File: src/rtl/ssd1331_spi_receiver.sv
// SSD1331 SPI responder: oversampled byte receiver, command decoder and pixel write port.
// Optional SSD1331_COLOR16_EN selects 65k-colour (two bytes per pixel), else 256-colour.
`timescale 1ns/1ps
module ssd1331_spi_receiver #(
    parameter int NUM_COL = 96,
    parameter int NUM_ROW = 64,
    parameter int CW = $clog2(NUM_COL),
    parameter int RW = $clog2(NUM_ROW),
`ifdef SSD1331_COLOR16_EN
    parameter int PW = 16
`else
    parameter int PW = 8
`endif
) (
    input  logic          i_CLK,
    input  logic          i_RST,
    input  logic          i_CS,
    input  logic          i_SCK,
    input  logic          i_MOSI,
    input  logic          i_DC,
    input  logic          i_RES,
    output logic          o_BYTE_VALID,
    output logic [7:0]    o_BYTE,
    output logic          o_BYTE_IS_DATA,
    output logic          o_PIX_WE,
    output logic [CW-1:0] o_PIX_COL,
    output logic [RW-1:0] o_PIX_ROW,
    output logic [PW-1:0] o_PIX_DATA,
    output logic          o_FRAME_DONE,
    output logic          o_DISPLAY_ON,
    output logic          o_CMD_ERR
);

    typedef enum logic {S_OPCODE, S_ARGS} state_t;

    logic [1:0] cs_sy, sck_sy, mosi_sy, dc_sy, res_sy;
    logic       cs_d, sck_d;
    logic       cs_s, sck_s, mosi_s, dc_s, clr;
    logic       bit_ok;

    assign cs_s   = cs_sy[1];
    assign sck_s  = sck_sy[1];
    assign mosi_s = mosi_sy[1];
    assign dc_s   = dc_sy[1];
    assign clr    = ~res_sy[1];
    // A CS rise landing with the final SCK rise still completes the byte
    assign bit_ok = sck_s & ~sck_d & (~cs_s | ~cs_d);

    always_ff @(posedge i_CLK or posedge i_RST) begin
        if (i_RST) begin
            cs_sy   <= 2'b11;
            sck_sy  <= 2'b00;
            mosi_sy <= 2'b00;
            dc_sy   <= 2'b00;
            res_sy  <= 2'b11;
            cs_d    <= 1'b1;
            sck_d   <= 1'b0;
        end else begin
            cs_sy   <= {cs_sy[0], i_CS};
            sck_sy  <= {sck_sy[0], i_SCK};
            mosi_sy <= {mosi_sy[0], i_MOSI};
            dc_sy   <= {dc_sy[0], i_DC};
            res_sy  <= {res_sy[0], i_RES};
            cs_d    <= cs_s;
            sck_d   <= sck_s;
        end
    end

    logic [7:0] shreg;
    logic [2:0] bit_cnt;

    always_ff @(posedge i_CLK or posedge i_RST) begin
        if (i_RST) begin
            shreg <= '0; bit_cnt <= '0; o_BYTE_VALID <= 1'b0;
            o_BYTE <= '0; o_BYTE_IS_DATA <= 1'b0;
        end else if (clr) begin
            shreg <= '0; bit_cnt <= '0; o_BYTE_VALID <= 1'b0;
            o_BYTE <= '0; o_BYTE_IS_DATA <= 1'b0;
        end else begin
            o_BYTE_VALID <= 1'b0;
            if (bit_ok) begin
                shreg   <= {shreg[6:0], mosi_s};
                bit_cnt <= bit_cnt + 3'd1;
                if (bit_cnt == 3'd7) begin
                    o_BYTE_VALID   <= 1'b1;
                    o_BYTE         <= {shreg[6:0], mosi_s};
                    o_BYTE_IS_DATA <= dc_s;
                end
            end else if (cs_s) begin
                bit_cnt <= '0;
            end
        end
    end

    // [4] flags an unknown opcode, [3:0] is the argument count
    function automatic logic [4:0] arg_info(input logic [7:0] b);
        case (b) inside
            8'h15, 8'h75: return 5'd2;
            8'h21:        return 5'd7;
            8'h22:        return 5'd10;
            8'h23:        return 5'd6;
            8'h25:        return 5'd4;
            8'h26, [8'h81:8'h83], 8'h87, [8'h8A:8'h8C], [8'hA0:8'hA2],
            8'hA8, 8'hAD, 8'hB0, 8'hB1, 8'hB3, 8'hBB, 8'hBE:
                          return 5'd1;
            8'h2E, 8'h2F, [8'hA4:8'hA7], 8'hAE, 8'hAF, 8'hE3:
                          return 5'd0;
            default:      return 5'h10;
        endcase
    endfunction

    function automatic logic [CW-1:0] clamp_col(input logic [7:0] b);
        return (b > 8'(NUM_COL - 1)) ? CW'(NUM_COL - 1) : b[CW-1:0];
    endfunction

    function automatic logic [RW-1:0] clamp_row(input logic [7:0] b);
        return (b > 8'(NUM_ROW - 1)) ? RW'(NUM_ROW - 1) : b[RW-1:0];
    endfunction

    state_t     state, state_n;
    logic [3:0] cnt, cnt_n;
    logic [7:0] op, arg0, exec_op;
    logic       got0, exec, err, pix_byte;
    logic [4:0] info;

    always_comb begin
        state_n  = state;
        cnt_n    = cnt;
        exec     = 1'b0;
        err      = 1'b0;
        pix_byte = 1'b0;
        exec_op  = op;
        info     = arg_info(o_BYTE);
        if (o_BYTE_VALID) begin
            if (o_BYTE_IS_DATA) begin
                pix_byte = 1'b1;
                if (state == S_ARGS) begin
                    err     = 1'b1;
                    state_n = S_OPCODE;
                end
            end else if (state == S_OPCODE) begin
                exec_op = o_BYTE;
                cnt_n   = info[3:0];
                if (info[3:0] == 4'd0) begin
                    exec = ~info[4];
                    err  = info[4];
                end else begin
                    state_n = S_ARGS;
                end
            end else begin
                cnt_n = cnt - 4'd1;
                if (cnt == 4'd1) begin
                    exec    = 1'b1;
                    state_n = S_OPCODE;
                end
            end
        end
    end

    always_ff @(posedge i_CLK or posedge i_RST) begin
        if (i_RST) begin
            state <= S_OPCODE; cnt <= '0; op <= '0; arg0 <= '0; got0 <= 1'b0;
        end else if (clr) begin
            state <= S_OPCODE; cnt <= '0; op <= '0; arg0 <= '0; got0 <= 1'b0;
        end else begin
            state <= state_n;
            cnt   <= cnt_n;
            if (o_BYTE_VALID && !o_BYTE_IS_DATA) begin
                if (state == S_OPCODE) begin
                    op   <= o_BYTE;
                    got0 <= 1'b0;
                end else if (!got0) begin
                    arg0 <= o_BYTE;
                    got0 <= 1'b1;
                end
            end
        end
    end

    logic          pix_fire;
    logic [PW-1:0] pix_val;

`ifdef SSD1331_COLOR16_EN
    logic       hi_valid;
    logic [7:0] hi_byte;

    always_ff @(posedge i_CLK or posedge i_RST) begin
        if (i_RST) begin
            hi_valid <= 1'b0; hi_byte <= '0;
        end else if (clr) begin
            hi_valid <= 1'b0; hi_byte <= '0;
        end else if (o_BYTE_VALID) begin
            if (o_BYTE_IS_DATA && !hi_valid) begin
                hi_byte  <= o_BYTE;
                hi_valid <= 1'b1;
            end else begin
                hi_valid <= 1'b0;
            end
        end else if (cs_s && !cs_d) begin
            hi_valid <= 1'b0;
        end
    end

    assign pix_fire = pix_byte & hi_valid;
    assign pix_val  = {hi_byte, o_BYTE};
`else
    assign pix_fire = pix_byte;
    assign pix_val  = o_BYTE;
`endif

    logic [CW-1:0] col_start, col_end, col, c_lo, c_hi;
    logic [RW-1:0] row_start, row_end, row, r_lo, r_hi;

    always_comb begin
        c_lo = clamp_col(arg0);
        c_hi = clamp_col(o_BYTE);
        r_lo = clamp_row(arg0);
        r_hi = clamp_row(o_BYTE);
        if (c_hi < c_lo) c_hi = c_lo;
        if (r_hi < r_lo) r_hi = r_lo;
    end

    always_ff @(posedge i_CLK or posedge i_RST) begin
        if (i_RST) begin
            col_start <= '0; col_end <= CW'(NUM_COL - 1); col <= '0;
            row_start <= '0; row_end <= RW'(NUM_ROW - 1); row <= '0;
            o_PIX_WE <= 1'b0; o_PIX_COL <= '0; o_PIX_ROW <= '0; o_PIX_DATA <= '0;
            o_FRAME_DONE <= 1'b0; o_DISPLAY_ON <= 1'b0; o_CMD_ERR <= 1'b0;
        end else if (clr) begin
            col_start <= '0; col_end <= CW'(NUM_COL - 1); col <= '0;
            row_start <= '0; row_end <= RW'(NUM_ROW - 1); row <= '0;
            o_PIX_WE <= 1'b0; o_PIX_COL <= '0; o_PIX_ROW <= '0; o_PIX_DATA <= '0;
            o_FRAME_DONE <= 1'b0; o_DISPLAY_ON <= 1'b0; o_CMD_ERR <= 1'b0;
        end else begin
            o_PIX_WE     <= 1'b0;
            o_FRAME_DONE <= 1'b0;
            o_CMD_ERR    <= err;
            if (exec) begin
                if (exec_op == 8'h15) begin
                    col_start <= c_lo; col_end <= c_hi; col <= c_lo;
                end
                if (exec_op == 8'h75) begin
                    row_start <= r_lo; row_end <= r_hi; row <= r_lo;
                end
                if (exec_op == 8'hAF) o_DISPLAY_ON <= 1'b1;
                if (exec_op == 8'hAE) o_DISPLAY_ON <= 1'b0;
            end
            if (pix_fire) begin
                o_PIX_WE   <= 1'b1;
                o_PIX_COL  <= col;
                o_PIX_ROW  <= row;
                o_PIX_DATA <= pix_val;
                if (col == col_end) begin
                    col <= col_start;
                    if (row == row_end) begin
                        row          <= row_start;
                        o_FRAME_DONE <= 1'b1;
                    end else begin
                        row <= row + RW'(1);
                    end
                end else begin
                    col <= col + CW'(1);
                end
            end
        end
    end

endmodule

File: config.mk
export PLATFORM = sky130hd
export DESIGN_NAME = ssd1331_spi_receiver
export DESIGN_NICKNAME = d
export VERILOG_FILES = /design/src/rtl/ssd1331_spi_receiver.sv
export SDC_FILE = /design/constraint.sdc
export NUM_CORES = 1
export LEC_CHECK = 0
export CAP_MARGIN = 25
export CORE_ASPECT_RATIO = 1.25
export CORE_UTILIZATION = 30
export CTS_CLUSTER_DIAMETER = 60
export DETAILED_ROUTE_END_ITERATION = 10
export GPL_TIMING_DRIVEN = 0
export SLEW_MARGIN = 20
export SYNTH_ARGS = -nofsm -noshare
export SYNTH_HDL_FRONTEND = slang
export SYNTH_SLANG_ARGS = --single-unit
File: constraint.sdc
create_clock -name i_CLK -period 8.6 [get_ports i_CLK]
set_clock_uncertainty 0.2 [all_clocks]
set_input_delay 1.72 -clock i_CLK [delete_from_list [all_inputs] [get_ports i_CLK]]
set_output_delay 1.72 -clock i_CLK [all_outputs]
set_load 0.01 [all_outputs]
# After elaboration in Yosys (flattened, before gate mapping)
# Cells that the tools add are included.
totals:
  ff_bits: 118
  input_bits: 7
  output_inout_bits: 35
  elab_cells: 213
op_classes:
  addsub: 4
  order_cmp: 14
  n_eq_ne: 43
  mux: 98
  bitwise_logic: 7
  n_reduce_logical: 17
ops:
  columns: ["cell", "count"]
  rows:
  - ["$mux W7", 16]
  - ["$mux W8", 14]
  - ["$eq A8 B8 Y1 const B", 13]
  - ["$mux W6", 17]
  - ["$eq A8 B6 Y1 const B", 7]
  - ["$mux W1", 37]
  - ["$mux W5", 7]
  - ["$ge A8 B8 Y1 const B", 4]
  - ["$le A8 B8 Y1 const B", 4]
  - ["$eq A8 B5 Y1 const B", 2]
  - ["$eq A8 B7 Y1 const B", 2]
  - ["$gt A8 B6 Y1 const B", 2]
  - ["$gt A8 B7 Y1 const B", 2]
  - ["$mux W4", 4]
  - ["$ne A2 B1 Y1 const B", 8]
  - ["$reduce_and A2 Y1", 6]
  - ["$reduce_or A12 Y1", 1]
  - ["$mux W3", 3]
  - ["$ne A3 B1 Y1 const B", 3]
  - ["$add A7 B1 Y7 const B", 1]
  - ["$eq A7 B7 Y1", 1]
  - ["$lt A7 B7 Y1", 1]
  - ["$add A6 B1 Y6 const B", 1]
  - ["$eq A6 B6 Y1", 1]
  - ["16 further kinds", 26]

# Depth between registers and ports, before layout
# Gate-level depths: netlist (run 1).
depth:
  word_depth: 19
  ltp_mapped: 11
  ltp_nobuf: 10

# Least setup slack after synthesis (run 1)
# No wires, ideal clock.
synth_path:
  path_type: "register to register"
  from: "register o_BYTE[7]"
  to: "register row_end[0]"
  setup_ns: 0.082
  arrival_ns: 2.505
  required_time_ns: 8.318
  setup_slack_ns: 5.814
  stages_incl_launch_ff: 12
  path_buffers: 1
  synth_period_minus_slack_ns: 2.786
  cell_sequence: "dfrtp_1 -> buf_2 -> nor2_1 -> inv_1 -> nor2_1 -> inv_1 -> ha_1 -> o21ai_0 -> a211oi_1 -> a211oi_2 -> mux2_2 -> o211ai_1"
synth_via:
  elab_chain_cells: 17
  word_cells_on_any_way: 62
  cone_classes: "order compare: 10; eq/ne: 23; mux: 19; bitwise: 1; reduce/logical: 9"
synth_rtl:
  columns: ["item", "line", "text"]
  rows:
  - ["start: declaration", "23", "output logic [7:0] o_BYTE,"]
  - ["start signal: assignment", "86", "o_BYTE <= {shreg[6:0], mosi_s};"]
  - ["parallel branches: the longest is 17 deep, another holds $ge A8 B8 Y1", null, null]
  - ["end signal: assignment", "243", "row_start <= r_lo; row_end <= r_hi; row <= r_lo;"]
  - ["end: declaration", "212", "logic [RW-1:0] row_start, row_end, row, r_lo, r_hi;"]
# Parallel ways; which one is timed is not known. The select of a mux whose other input is x is not followed.
# A chain may end at the register's enable or synchronous reset.

# Worst setup path in the final report (run 1)
layout_path:
  from: "register o_BYTE[0]"
  to: "output o_BYTE[0]"
# No word-level cell between the ends.

==> out/qor.csv, run 1 <==
metric,value,unit
mappedNetlistNets,701,
finalHoldViolations,0,
die-area,0.0214,mm^2
ff2ff_path_depth,11,
timing.critical_path.fanout_max,8,
cts_hold_buffers,0,
worstPathRequired,6.68,ns
result_of_the_run,completed,
critical_path_cell_count,1,
slowest_stage,clkdlybuf4s50_1,
r2r_setup_slack,5.28,ns
critical-path-max-stage-delay,0.61,ns
dr_total_vias,5265,
power.static_leakage,3.21,nW
min_path_cells,0,
netlist.area_leader.share,0.406,
maximum_number_of_pins_on_one_net_before_global_route_repair,77,
maxCapViolations,0,
final.period_utilization,0.409,
core,0.0202,mm^2
global_route.overflow_total,0,
cts.path.max_buffers,2,
layout_area_growth_over_synthesis,21.9,%
power_density,169,mW/mm^2
post_cts_resized,0,
via_per_inst,5.16,
critPathArrivalTime,1.60,ns
cts_tree,built,
synth_ff_type,dfrtp_1,
h-tree-depth,4,
insertion_delay,0.43,ns
clkTransAtPathRegs,0.05,ns
route.antenna.remaining_nets,0,
grt_pass1_wl,28000,um
ys_top_cells_by_area,"dfrtp_1 (41%), dfstp_2 (7.2%), nand2_1 (6.3%)",
worstMarginPinSlew,0.788,ns
post-cts-setup-buffer-count,0,
yosys.cell_types.count,64,
postLayoutSetupSlackWorst,5.08,ns
first_global_vias,5198,
gp_routability_congestion,0.912,
place_ws,5.31,ns
finish.utilization,0.375,
cts.root.buffer_cell,clkbuf_16,
vdd_ir_drop_max,0.127,mV
numPortBuffers,41,
cts_made_buffers,17,
drc,0,
crit_path_end_kind,output port,
floorplan.die.height,163,um
min_period,3.52,ns
drive_above_1_share,0.0972,
sinks_on_clock_net,118,
io_pins,42,
fillerInstances,2075,
p_total,1.29,mW
setup.worst_path.class,register to output port,
yosys_register_bits,118,
post_synth_inst_count,677,
timing.hold.worst.class,register to register,
setup.worst_path.end,o_BYTE[0],
synthDominantAreaCellType,dfrtp_1,
critical_path.cell_chain,clkdlybuf4s50_1,
die_span_x,131,um
n_antenna_cell,0,
unrepaired_setup_endpoints_after_global_routing,false,
worstPathBufferInverterCount,1,
slew-limit-headroom,0.468,
drv_slew,0,
floorplan.initialDensity,0.308,
grt_use_total,0.175,
timing.rr.start,o_BYTE[7]$_DFFE_PP0P_,
yosysWarnings,0,
synth_area,0.00623,mm^2
synth-edff-count,0,
syn-mean-instance-area,9.20,um^2
grt_antenna_before_repair,0,
timing.final.setup_violations,0,
async_flop_share,1.00,
setup_total_negative_slack,0,ns
seq_area_frac_synth,0.477,
drt-initial-drc-count,412,
floorplan.rows,58,
final_hpwl_from_detailed_placement,12100,um
whs,0.145,ns
start_kind,register,
critPathLaunch,o_BYTE[0]$_DFFE_PP0P_,
path_delay_family,buffers and inverters,
detail_route.first_pass.iterations,5,
max_clock_freq,284,MHz
nNetsFinal,762,
r2r-end,row_end[5]$_DFFE_PP1P_,
routed_wirelength,17200,um
wire_length_per_cell_after_detailed_routing,16.9,um
placed cells by master (no fill, tap or decap), drive strengths merged, types with 21 or more instances in the layout:
cell             n
nand3           31
nor2            59
clkbuf          57
o21ai           31
nand2          104
inv             21
clkdlybuf4s50   41
mux2i           27
a21oi           62
dfrtp          101
metrics by stage:
stage          instances  instance area [um^2]
6_report            1021                  7590
5_1_grt             1021                  7590
4_1_cts             1021                  7590
3_5_place_dp         989                  7010
3_3_place_gp         988                  6980
2_1_floorplan        677                  6230
where the power goes:
| group | switching [mW] | internal, mW |
|---|---|---|
| sequential | 0.00162 | 0.560 |
| combinational | 0.0246 | 0.00684 |
| clock | 0.252 | 0.440 |
| total | 0.279 | 1.01 |
state kept, by name, summed over array words and instances, names as in the netlist, 7 cells and up:
| name | cells |
|---|---|
| col_end | 7 |
| col | 7 |
| o_PIX_COL | 7 |
| op | 8 |
| shreg | 7 |
| arg0 | 8 |
| col_start | 7 |
| o_BYTE | 8 |
| o_PIX_DATA | 8 |
how the worst min path moves through the flow:
stage | start | slack, ns | endpoint
after CTS | sck_sy[0]$_DFF_PP0_ | 0.15 | sck_sy[1]$_DFF_PP0_
after global routing | sck_sy[0]$_DFF_PP0_ | 0.16 | sck_sy[1]$_DFF_PP0_
final | sck_sy[0]$_DFF_PP0_ | 0.14 | sck_sy[1]$_DFF_PP0_
after floorplan | dc_sy[0]$_DFF_PP0_ | 0.13 | dc_sy[1]$_DFF_PP0_
after detailed placement | sck_sy[0]$_DFF_PP0_ | 0.14 | sck_sy[1]$_DFF_PP0_
after global placement | sck_sy[0]$_DFF_PP0_ | 0.13 | sck_sy[1]$_DFF_PP0_
layout make-up:
type / count / area (um^2) / area share
Clock buffer: 24 / 512 / 0.0674
Multi-Input combinational cell: 492 / 2980 / 0.392
Tap cell: 270 / 338 / 0.0445
Clock inverter: 8 / 70.1 / 0.00923
Buffer: 45 / 196 / 0.0259
Sequential cell: 118 / 2970 / 0.392
Timing Repair Buffer: 42 / 438 / 0.0577
Inverter: 22 / 87.6 / 0.0115
synth_stat cells (all sizes together), types with 5 or more instances:
cell type / n
a311o: 5
ha: 17
nor3: 15
o21ai: 31
clkbuf: 33
nand2: 104
o211ai: 10
nand4: 5
dfstp: 17
and3: 6
xnor2: 9
or3: 7
and2: 6
mux2: 6
nor2: 59
inv: 21
dfrtp: 101
a211oi: 11
a21oi: 62
nor2b: 5
mux2i: 27
or2: 5
xor2: 13
nor3b: 7
buf: 12
nand3: 31
logic make-up after synthesis:
logic type               share of synthesized area
AND/OR/NAND/NOR                              0.196
XOR/XNOR                                    0.0309
AO/OA/AOI/OAI                                0.163
buffers and inverters                       0.0448
adder cells (fa/ha/maj)                     0.0341
multiplexers                                0.0542
flip-flops                                   0.477
metal layers:
metal / global-route usage / part of all wire / vias to the layer above / routed length [um]
li1: - / - / 2498 / -
met1: 0.222 / 0.45 / 2599 / 7750
met2: 0.285 / 0.49 / 133 / 8380
met3: 0.0387 / 0.039 / 35 / 666
met4: 0.0695 / 0.025 / 0 / 433
met5: 0 / 0 / - / 0
Note: power is estimated with default switching activity, not from simulation.
==> run 2: changes to the inputs <==
==> constraint.sdc (replaced) <==
create_clock -name i_CLK -period 3.2 [get_ports i_CLK]
set_clock_uncertainty 0.2 [all_clocks]
set_input_delay 0.64 -clock i_CLK [delete_from_list [all_inputs] [get_ports i_CLK]]
set_output_delay 0.64 -clock i_CLK [all_outputs]
set_load 0.01 [all_outputs]
==> run 2 against run 1 <==
Against the previous run:
- clock-buffer cell count up 4
- global-route usage is essentially flat
- via count barely moved
- cell count is 0.49% higher
- combinational power rose to 2.8 times the previous value
- first-iteration DRC count decreased by 17%
- hold slack better by 0.0012 ns
- sequential share of layout area shrank 0.22 points
- wire length decreased by 0.53%
- setup slack lost 5.0 ns
- sequential cell count is the same
- die area did not move
==> out/qor.csv, run 2 (synthesis gave the netlist of run 1 again) <==
metric,value,unit
result_of_the_run,completed,
min_period,3.07,ns
final_cell_count_no_fill,1026,
grt_pass1_wl,28100,um
floorplan.rows,58,
drv_slew,0,
floorplan.initialDensity,0.308,
r2r_setup_slack,0.13,ns
p_switching,0.721,mW
switching_share,0.211,
postLayoutSetupSlackWorst,0.128,ns
maxCapViolations,0,
crit_path_end_kind,register,
timing.critical_path.fanout_max,10,
floorplan.die.height,163,um
placed_cells_incl_taps,991,
grt_use_total,0.175,
critPathArrivalTime,3.20,ns
nNetsFinal,767,
layout_area_growth_over_synthesis,22.6,%
start_kind,register,
setup.worst_path.class,register to register,
cts.root.buffer_cell,clkbuf_16,
path_delay_family,compound AO/OA/AOI/OAI gates,
critical_path.cell_chain,buf_4 > clkbuf_1 > nor2_1 > inv_1 > ha_1 > o21a_1 > o2111ai_1 > a22oi_2 > nor2_1 > a21oi_1 > a211oi_1,
power.static_leakage,3.23,nW
routed_wirelength,17100,um
internal_power,2.69,mW
final_hpwl_from_detailed_placement,12300,um
n_antenna_cell,0,
drive_above_1_share,0.0992,
layout.cells.most_common,nand2_1,
worstPathBufferInverterCount,3,
detail_route.first_pass.iterations,5,
cts_tree,built,
slowest_stage,clkbuf_1,
finish.utilization,0.377,
gp_routability_congestion,0.878,
max_clock_freq,325,MHz
core,0.0202,mm^2
via_per_inst,5.13,
cts.path.max_buffers,2,
vdd_ir_drop_max,0.347,mV
die_span_x,131,um
insertion_delay,0.43,ns
clkTransAtPathRegs,0.05,ns
place_ws,-0.0664,ns
timing.final.setup_violations,0,
global_route.overflow_total,0,
io_pins,42,
drt-initial-drc-count,342,
timing.critical_path.mode_cell,nor2_1,
maximum_number_of_pins_on_one_net_before_global_route_repair,34,
most_frequent_cells_in_the_layout,"nand2_1 (104), dfrtp_1 (101), a21oi_1 (62)",
drc,0,
p_total,3.42,mW
cts_hold_buffers,0,
worstPathRequired,3.32,ns
combPwrFrac,0.026,
numPortBuffers,41,
pwr-share-seq,0.442,
sinks_on_clock_net,118,
worstMarginPinSlew,0.843,ns
wire_length_per_cell_after_detailed_routing,16.7,um
slew-limit-headroom,0.431,
critical-path-max-stage-delay,0.50,ns
power_density,447,mW/mm^2
route.antenna.remaining_nets,0,
first_global_vias,5223,
dr_total_vias,5260,
cts_made_buffers,17,
finalHoldViolations,0,
die-area,0.0214,mm^2
grt_antenna_before_repair,0,
timing.hold.worst.class,register to register,
final.period_utilization,0.960,
h-tree-depth,4,
p_clk_frac,0.532,
run 2: cell count changes in the layout (fill, tap and decap cells not counted), moves of 2 or more:
cell / previous run / this run
buf_12: 0 / 3
buf_4: 1 / 3
clkbuf_1: 34 / 38
clkinv_2: 5 / 3
run 2: power groups by stage:
| stage | clock network [mW] | registers [mW] | logic [mW] |
|---|---|---|---|
| finish | 1.82 | 1.51 | 0.0887 |
| global route | 1.92 | 1.51 | 0.100 |
| CTS | 1.85 | 1.51 | 0.0918 |
| detailed placement | 0 | 1.54 | 0.0916 |
| global placement | 0 | 1.54 | 0.0824 |
| floorplan | 0 | 1.53 | 0.0488 |
run 2: path summary, 6_finish.rpt:
path                                            start                endpoint  depth (start not counted)
worst min-delay path             mosi_sy[0]$_DFF_PP0_    mosi_sy[1]$_DFF_PP0_                          0
min in group asynchronous                       i_RST         sck_d$_DFF_PP0_                          2
worst max register to register  o_BYTE[2]$_DFFE_PP0P_  col_end[5]$_DFFE_PP0P_                         11
max in group asynchronous                       i_RST     res_sy[0]$_DFF_PP1_                          4
worst max-delay path            o_BYTE[2]$_DFFE_PP0P_  col_end[5]$_DFFE_PP0P_                         11
worst min register to register   mosi_sy[0]$_DFF_PP0_    mosi_sy[1]$_DFF_PP0_                          0
run 2: through the flow:
step	area, um^2	hold WS (ns)	setup TNS (ns)
floorplan	6230	0.131	0
global placement	6980	0.135	-31.89
detailed placement	7040	0.138	-0.325
CTS	7620	0.150	0
global route	7640	0.154	-0.0219
finish	7640	0.146	0
run 2: cell type report:
cell class / count / area [um^2]
inverter: 22 / 86.3
fill: 2029 / 12600
tap: 270 / 338
sequential: 118 / 2970
clock buffer: 28 / 517
buffer: 45 / 198
multi-input combinational: 493 / 2990
timing repair buffer: 46 / 485
clock inverter: 4 / 45.0
run 2: layer usage:
layer	wire, um	global-route usage	vias up
met4	427	0.0695	0
li1	-	-	2525
met5	0	0	-
met1	7680	0.224	2592
met3	599	0.0364	31
met2	8430	0.286	112
run 2: timing repair:
item	CTS	global route
setup endpoints to repair	5	8
resized for setup	0	4
hold endpoints to repair	0	0
pin swaps	1	1
cloned	0	1
buffers inserted	2	0
==> run 3: changes to the inputs <==
--- a/config.mk
+++ b/config.mk
@@ -6,11 +6,10 @@
 export NUM_CORES = 1
 export LEC_CHECK = 0
 export CAP_MARGIN = 25
-export CORE_ASPECT_RATIO = 1.25
+export CORE_ASPECT_RATIO = 0.9
 export CORE_UTILIZATION = 30
 export CTS_CLUSTER_DIAMETER = 60
 export DETAILED_ROUTE_END_ITERATION = 10
-export GPL_TIMING_DRIVEN = 0
 export SLEW_MARGIN = 20
 export SYNTH_ARGS = -nofsm -noshare
 export SYNTH_HDL_FRONTEND = slang
==> run 3 against run 2 <==
Against the previous run:
- fmax is 5.3% higher
- largest power group unchanged
- register-to-register slack better by 0.16 ns
- highest routed layer unchanged
- power is 4.9% higher
- critical endpoint is now row_end[4]$_DFFE_PP1P_
==> out/qor.csv, run 3 (synthesis gave the netlist of run 1 again) <==
metric,value,unit
critPathLaunch,arg0[7]$_DFFE_PP0P_,
cts.path.max_buffers,2,
core,0.0202,mm^2
fillerInstances,2010,
grt_antenna_before_repair,0,
drive_above_1_share,0.132,
io_pins,42,
start_kind,register,
power_density,469,mW/mm^2
grt_pass1_wl,27100,um
h-tree-depth,4,
cts_made_buffers,17,
p_total,3.58,mW
drv_slew,0,
cts_tree,built,
sinks_on_clock_net,118,
timing.hold.worst.class,register to register,
final.period_utilization,0.911,
wire_length_per_cell_after_detailed_routing,16.4,um
final_hpwl_from_detailed_placement,11100,um
die-area,0.0214,mm^2
drt-initial-drc-count,395,
via_per_inst,5.16,
worst_hold_startpoint,mosi_sy[0]$_DFF_PP0_,
most_frequent_cells_in_the_layout,"nand2_1 (104), dfrtp_1 (101), a21oi_1 (62)",
finish.utilization,0.379,
n_antenna_cell,0,
timing.rr.start,arg0[7]$_DFFE_PP0P_,
finalInstanceArea,0.00764,mm^2
floorplan.rows,49,
grt_use_total,0.159,
timing.final.setup_violations,0,
post_cts_resized,0,
switching_share,0.226,
finalHoldViolations,0,
dr_total_vias,5115,
crit_path_end_kind,register,
layout_area_growth_over_synthesis,22.6,%
detail_route.first_pass.iterations,5,
result_of_the_run,completed,
critPathArrivalTime,3.05,ns
power.static_leakage,3.27,nW
maximum_number_of_pins_on_one_net_before_global_route_repair,119,
cts.root.buffer_cell,clkbuf_16,
p_switching,0.808,mW
place_area,0.00703,mm^2
setup.worst_path.class,register to register,
unrepaired_setup_endpoints_after_global_routing,false,
max_clock_freq,343,MHz
route.antenna.remaining_nets,0,
clkTransAtPathRegs,0.06,ns
global_route.overflow_total,0,
p_clk_frac,0.557,
pwr-share-seq,0.422,
setup_total_negative_slack,0,ns
nNetsFinal,748,
floorplan.initialDensity,0.309,
post-cts-setup-buffer-count,0,
routed_wirelength,16300,um
worstPathRequired,3.33,ns
drc,0,
maxCapViolations,0,
numPortBuffers,41,
combPwrFrac,0.022,
die_span_x,154,um
floorplan.die.height,139,um
min_period,2.92,ns
worstMarginPinSlew,0.671,ns
internal_power,2.78,mW
layout.cells.most_common,nand2_1,
timing.critical_path.fanout_max,6,
cts_hold_buffers,0,
insertion_delay,0.42,ns
gp_routability_congestion,0.849,
slew-limit-headroom,0.553,
first_global_vias,5052,
vdd_ir_drop_max,0.286,mV
==> run 3: layout make-up <==
cell class	count	area [um^2]	share of cell area
Clock inverter	14	176	0.0231
Inverter	22	86.3	0.0113
Clock buffer	18	439	0.0575
Timing Repair Buffer	73	663	0.0868
Multi-Input combinational cell	492	2980	0.390
Sequential cell	118	2970	0.389
Tap cell	255	319	0.0418
==> run 3: final timing paths <==
path | end | slack, ns | cells past startpoint
worst max-delay path | row_end[4]$_DFFE_PP1P_ | 0.28 | 8
worst min-delay path | mosi_sy[1]$_DFF_PP0_ | 0.15 | 0
worst max register to register | row_end[4]$_DFFE_PP1P_ | 0.28 | 8
worst min register to register | mosi_sy[1]$_DFF_PP0_ | 0.15 | 0
max in group asynchronous | row_start[4]$_DFFE_PP0P_ | 1.70 | 3
min in group asynchronous | sck_sy[0]$_DFF_PP0_ | 0.58 | 3
==> run 3: critical path: stages, from the launching register on <==
cell and delay [ns]:
dfrtp_1 0.42, or2_2 0.37, nor2_1 0.26, ha_1 0.28, o21ai_0 0.16, a211oi_1 0.07
a211oi_2 0.51, mux2_2 0.40, o211ai_1 0.17
==> run 3: per-layer routing <==
layer / vias up / wire (um) / track usage
li1: 2469 / - / -
met1: 2509 / 8070 / 0.225
met2: 117 / 7190 / 0.237
met3: 20 / 788 / 0.0397
met4: 0 / 216 / 0.0532
met5: - / 0 / 0
==> run 3: stage by stage <==
stage	cells	hold WS (ns)	setup WS, ns
2_1_floorplan	677	0.131	0.414
3_3_place_gp	960	0.134	0.355
3_5_place_dp	960	0.136	0.321
4_1_cts	992	0.151	0.306
5_1_grt	992	0.156	0.120
6_report	992	0.148	0.283
==> run 3: power by group through the flow <==
stage               clock, mW  combinational (mW)  sequential, mW
floorplan                   0              0.0488            1.53
global placement            0              0.0809            1.54
detailed placement          0              0.0812            1.54
CTS                      2.02              0.0812            1.51
global route             2.10              0.0890            1.51
finish                   2.00              0.0782            1.51
